$ cat config.mk
export PLATFORM = sky130hd
export DESIGN_NAME = mem_arb
export DESIGN_NICKNAME = d
export VERILOG_FILES = /design/src/rtl/mem_arb.sv
export SDC_FILE = /design/constraint.sdc
export NUM_CORES = 1
export LEC_CHECK = 0
export ABC_AREA = 1
export BUFFER_PORTS_ARGS = -buffer_cell sky130_fd_sc_hd__buf_4
export CAP_MARGIN = 10
export CELL_PAD_IN_SITES_DETAIL_PLACEMENT = 1
export CELL_PAD_IN_SITES_GLOBAL_PLACEMENT = 1
export CORE_MARGIN = 8
export CORE_UTILIZATION = 31
export CTS_CLUSTER_SIZE = 16
export DETAILED_ROUTE_END_ITERATION = 8
export GPL_TIMING_DRIVEN = 0
export PLACE_DENSITY = 0.87
export RECOVER_POWER = 25
export SYNTH_ARGS = -nofsm -noshare
export SYNTH_HDL_FRONTEND = slang
export SYNTH_SLANG_ARGS = --single-unit
$ cat constraint.sdc
create_clock -name clk -period 1.25 [get_ports clk]
set_input_delay 0.0625 -clock clk [delete_from_list [all_inputs] [get_ports clk]]
set_output_delay 0.0625 -clock clk [all_outputs]
set_load 0.1 [all_outputs]
$ cat src/rtl/mem_arb.sv
// mem_arb: arbitrates a CPU and a DMA requester onto one asynchronous SRAM port.
// Each access runs SETUP, ACCESS (WAIT_CYCLES), DONE. MEM_ARB_RR_EN selects round-robin; default is CPU priority.
module mem_arb #(
  parameter int unsigned WAIT_CYCLES = 1
) (
  input  logic        clk,
  input  logic        reset_bar,
  input  logic        cpu_req,
  input  logic        cpu_we,
  input  logic [15:0] cpu_addr,
  input  logic [15:0] cpu_wdata,
  output logic        cpu_ack,
  output logic [15:0] cpu_rdata,
  input  logic        dma_req,
  input  logic        dma_we,
  input  logic [15:0] dma_addr,
  input  logic [15:0] dma_wdata,
  output logic        dma_ack,
  output logic [15:0] dma_rdata,
  output logic [15:0] mem_addr,
  output logic [15:0] mem_wdata,
  input  logic [15:0] mem_rdata,
  output logic        mem_we_bar,
  output logic        mem_oe_bar,
  output logic        busy
);

  localparam int unsigned AW = 16;
  localparam int unsigned DW = 16;
  localparam int unsigned CW = 4;
  localparam logic [CW-1:0] WAIT_LAST = CW'(WAIT_CYCLES - 1);
  localparam logic OWN_CPU = 1'b0;
  localparam logic OWN_DMA = 1'b1;

  typedef enum logic [1:0] {
    IDLE   = 2'd0,
    SETUP  = 2'd1,
    ACCESS = 2'd2,
    DONE   = 2'd3
  } state_e;

  state_e        state_q, state_d;
  logic [CW-1:0] cnt_q, cnt_d;
  logic          owner_q, owner_d;
  logic          we_q, we_d;
  logic [AW-1:0] addr_q, addr_d;
  logic [DW-1:0] wdata_q, wdata_d;
  logic [DW-1:0] cpu_rdata_q, cpu_rdata_d;
  logic [DW-1:0] dma_rdata_q, dma_rdata_d;
  logic          we_bar_q, we_bar_d;
  logic          oe_bar_q, oe_bar_d;
  logic          cpu_ack_q, cpu_ack_d;
  logic          dma_ack_q, dma_ack_d;
  logic          busy_q, busy_d;
  logic          grant_dma_c;
`ifdef MEM_ARB_RR_EN
  logic          last_q, last_d;
`endif

  // Which requester wins when the FSM samples in IDLE
  always_comb begin
`ifdef MEM_ARB_RR_EN
    if (cpu_req && dma_req) begin
      grant_dma_c = ~last_q;
    end else begin
      grant_dma_c = dma_req;
    end
`else
    grant_dma_c = ~cpu_req;
`endif
  end

  // Next state, latched request and registered outputs (decoded from next state)
  always_comb begin
    state_d     = state_q;
    cnt_d       = cnt_q;
    owner_d     = owner_q;
    we_d        = we_q;
    addr_d      = addr_q;
    wdata_d     = wdata_q;
    cpu_rdata_d = cpu_rdata_q;
    dma_rdata_d = dma_rdata_q;
`ifdef MEM_ARB_RR_EN
    last_d      = last_q;
`endif

    case (state_q)
      IDLE: begin
        if (cpu_req || dma_req) begin
          owner_d = grant_dma_c;
          we_d    = grant_dma_c ? dma_we    : cpu_we;
          addr_d  = grant_dma_c ? dma_addr  : cpu_addr;
          wdata_d = grant_dma_c ? dma_wdata : cpu_wdata;
          state_d = SETUP;
`ifdef MEM_ARB_RR_EN
          last_d  = grant_dma_c;
`endif
        end
      end
      SETUP: begin
        cnt_d   = WAIT_LAST;
        state_d = ACCESS;
      end
      ACCESS: begin
        if (cnt_q == '0) begin
          state_d = DONE;
          if (!we_q) begin
            if (owner_q == OWN_DMA) begin
              dma_rdata_d = mem_rdata;
            end else begin
              cpu_rdata_d = mem_rdata;
            end
          end
        end else begin
          cnt_d = cnt_q - CW'(1);
        end
      end
      DONE: begin
        state_d = IDLE;
      end
      default: begin
        state_d = IDLE;
      end
    endcase

    // Strobes are a pure decode of the coming state, so they never overlap
    we_bar_d  = !((state_d == ACCESS) && we_d);
    oe_bar_d  = !((state_d == ACCESS) && !we_d);
    cpu_ack_d = (state_d == DONE) && (owner_d == OWN_CPU);
    dma_ack_d = (state_d == DONE) && (owner_d == OWN_DMA);
    busy_d    = (state_d != IDLE);
  end

  // State and output registers
  always_ff @(posedge clk or negedge reset_bar) begin
    if (!reset_bar) begin
      state_q     <= IDLE;
      cnt_q       <= '0;
      owner_q     <= OWN_CPU;
      we_q        <= 1'b0;
      addr_q      <= '0;
      wdata_q     <= '0;
      cpu_rdata_q <= '0;
      dma_rdata_q <= '0;
      we_bar_q    <= 1'b1;
      oe_bar_q    <= 1'b1;
      cpu_ack_q   <= 1'b0;
      dma_ack_q   <= 1'b0;
      busy_q      <= 1'b0;
`ifdef MEM_ARB_RR_EN
      last_q      <= OWN_DMA;
`endif
    end else begin
      state_q     <= state_d;
      cnt_q       <= cnt_d;
      owner_q     <= owner_d;
      we_q        <= we_d;
      addr_q      <= addr_d;
      wdata_q     <= wdata_d;
      cpu_rdata_q <= cpu_rdata_d;
      dma_rdata_q <= dma_rdata_d;
      we_bar_q    <= we_bar_d;
      oe_bar_q    <= oe_bar_d;
      cpu_ack_q   <= cpu_ack_d;
      dma_ack_q   <= dma_ack_d;
      busy_q      <= busy_d;
`ifdef MEM_ARB_RR_EN
      last_q      <= last_d;
`endif
    end
  end

  assign mem_addr   = addr_q;
  assign mem_wdata  = wdata_q;
  assign mem_we_bar = we_bar_q;
  assign mem_oe_bar = oe_bar_q;
  assign cpu_ack    = cpu_ack_q;
  assign dma_ack    = dma_ack_q;
  assign cpu_rdata  = cpu_rdata_q;
  assign dma_rdata  = dma_rdata_q;
  assign busy       = busy_q;

endmodule

==> impl_metrics.ini <==
[worst_setup_path]
crit_chain = inv_2 > ha_4 > nand2_4 > nand2_8 > buf_12 > buf_8 > a31oi_2
regToRegEndpoint = mem_wdata[12]
critPathCaptureType = register
cp_num_buf_inv = 3
crit_fanout = 7
startpoint_type = register
critPathMaxStageDelay_ns = 0.40
reg2reg_slack_ns = -0.16
r2r-start = state_q[0]
worstSetupPathType = register to register
crit_family = buffers and inverters
worstPathArrival_ns = 1.64
rr_worst_depth = 7
worst_ep_required_time_ns = 1.48
cp_slowest_cell = dfrtp_1

[sta]
min_period_ns = 1.41
fmax_mhz = 707
skew_ns = 0.0110
hold_violations = 0
tightest_slew_ns = 1.08
finalMaxSlewViolations = 0
slew_headroom = 0.278
setup_viol = 75
fin_ws_ns = -0.164
finalCritPeriodShare = 1.13
rsz0062_at_grt = yes

[hold_path]
worstHoldStart = dma_req
holdPathStages = 5
hold_class = input pin to register
min_to = owner_q

[die]
start_util = 0.319
die-area_sq_um = 14800
placementRows = 38
die_y_um = 122
ioPinCount = 155
core_sq_um = 10800
die_x_um = 122

[global_routing]
grt_util_all_layers = 0.205
grt_pass1_wl_um = 23800
antenna_found_initial = 2
grt_pass1_vias = 4442
grt_max_degree = 78
grt_remaining_overflow = 0

[routing]
firstDrtPassIters = 4
route.vias.total = 3774
drc = 0
avgRoutedWirePerCell_um = 19.9
totalWireLength_um = 15700
antenna_left = 0
first_iter_violations = 211
vias_per_cell = 4.80

[status]
outcome = complete, but fails checks
violations = negative setup slack

[synth]
netlist_instances = 375
yosysSeqAreaShare = 0.558
ys_seq_elements = 77
synth_fp_nets = 467
synth_area_leaders = dfrtp_1 (54%), nand2_1 (12%), a31oi_1 (5.8%)
avgSynthCellArea_sq_um = 9.22
ys_types = 26
synth-warning-count = 0
netlist_area_sq_um = 3460
synth_top_area_cell = dfrtp_1
yosysTopAreaCellShare = 0.543

[flow_run]
maxCapViolCount = 0

[cts]
cts_root_buffer = clkbuf_8
clkLatencyLatePin_ns = 0.36
cts_tree = done
clk_pin_slew_worst_paths_ns = 0.08
h-tree-depth = 3
cts.sinks = 77
clk_path_buf_depth = 2
cts-buffers-inserted = 9

[cells_and_area]
fill_cells = 1162
instances_no_fill = 786
area_delta_synth_final_pct = 87.6
drive_gt1_frac = 0.461
final_nets = 731

[place]
place.gp.congestion = 0.751
hpwl_um = 8950
portBuffers = 153
dp_cells = 668
==> tightest hold or removal path, cell delays in order <==
cell	delay, ns
buf_4	0.11
nand2_4	0.07
inv_1	0.07
o21ai_2	0.06
inv_1	0.06
==> cell usage after synthesis <==
| master | n |
|---|---|
| a21oi_1 | 1 |
| a31oi_1 | 32 |
| buf_2 | 7 |
| buf_4 | 2 |
| buf_6 | 10 |
| clkbuf_1 | 2 |
| dfrtp_1 | 75 |
| dfstp_2 | 2 |
| ha_1 | 6 |
| inv_1 | 28 |
| inv_2 | 4 |
| nand2_1 | 112 |
| nand2_2 | 3 |
| nand2_4 | 1 |
| nand3_1 | 7 |
| nand3_2 | 1 |
| nand4_1 | 1 |
| nor2_1 | 38 |
| nor2_4 | 1 |
| nor3_1 | 1 |
| o21ai_0 | 5 |
| o21ai_1 | 11 |
| o21ai_2 | 22 |
| o21bai_1 | 1 |
| or2_2 | 1 |
| xor2_1 | 1 |
==> state kept, by name, indices dropped and copies added, names as in the netlist <==
signal,count
cpu_rdata,16
dma_rdata,16
mem_addr,16
mem_wdata,16
cnt_q,4
state_q,2
busy,1
cpu_ack,1
dma_ack,1
mem_oe_bar,1
mem_we_bar,1
owner_q,1
we_q,1
==> final cells by class <==
cell class,instances,area (sq um),area share
Antenna cell,2,5.00,0.000772
Buffer,20,225,0.0347
Clock buffer,9,124,0.0191
Clock inverter,7,66.3,0.0102
Inverter,32,123,0.0189
Multi-Input combinational cell,245,1640,0.253
Sequential cell,77,1930,0.298
Tap cell,140,175,0.0270
Timing Repair Buffer,254,2200,0.339
==> per-stage QoR <==
stage                     TNS [ns]  utilization  cell area (sq um)  setup WS [ns]  hold slack [ns]
after floorplan              -3.11            -               3520        -0.0899           -0.233
after global placement       -9.45        0.447               4840         -0.169            0.267
after detailed placement    -12.80        0.447               4840         -0.246            0.288
after CTS                    -6.72        0.567               6150         -0.138           0.0993
after global routing        -22.39        0.598               6480         -0.271            0.124
final                        -8.19        0.598               6480         -0.164            0.117
==> metal layers <==
metal  global-route usage  routed length, um
met5                    0                  0
met3               0.0676               1300
met1                0.220               5990
met4               0.0879                370
met2                0.362               8020
==> what timing repair did <==
action	in CTS	in global routing
buffers inserted	11	3
endpoints found under the setup margin	76	78
gates resized for setup	48	51
hold endpoints to repair	136	0
gates cloned	3	2
pin swaps	12	12
hold buffers	83	0
==> layout by cell type (no fill, tap or decap), drive strengths merged <==
cell type,netlist,final
a21oi,1,1
a31oi,32,32
buf,19,157
bufinv,0,1
clkbuf,2,43
clkinv,0,5
clkinvlp,0,1
dfrtp,75,75
dfstp,2,2
diode,0,2
dlygate4sd3,0,83
ha,6,6
inv,32,32
nand2,116,116
nand3,8,8
nand4,1,1
nor2,39,39
nor3,1,1
o21ai,38,38
o21bai,1,1
or2,1,1
xor2,1,1
==> cells by family (layout without fill, tap and decap cells) <==
group | Yosys count | in the layout | share of synthesized area
AOI/OAI and AO/OA | 72 | 72 | 0.140
xor gates and xnor gates | 1 | 1 | 0.00253
adders and majority gates | 6 | 6 | 0.0217
buffers and inverters | 53 | 322 | 0.0840
DFF | 77 | 77 | 0.558
other | 0 | 2 | 0
and+or+nand+nor | 166 | 166 | 0.193
==> worst max-delay path by stage <==
| stage | startpoint | end | slack (ns) | cells after the start |
|---|---|---|---|---|
| floorplan | state_q[0] | dma_rdata[11] | -0.09 | 9 |
| global placement | state_q[0] | mem_we_bar | -0.17 | 8 |
| CTS | state_q[0] | dma_rdata[1] | -0.14 | 8 |
| detailed placement | state_q[0] | cpu_rdata[6] | -0.25 | 8 |
| finish | state_q[0] | mem_wdata[12] | -0.16 | 7 |
| global route | state_q[0] | mem_wdata[10] | -0.27 | 7 |
Power is not shown: default switching activity piles up to over one toggle a cycle in this logic, so the estimate is an artifact.
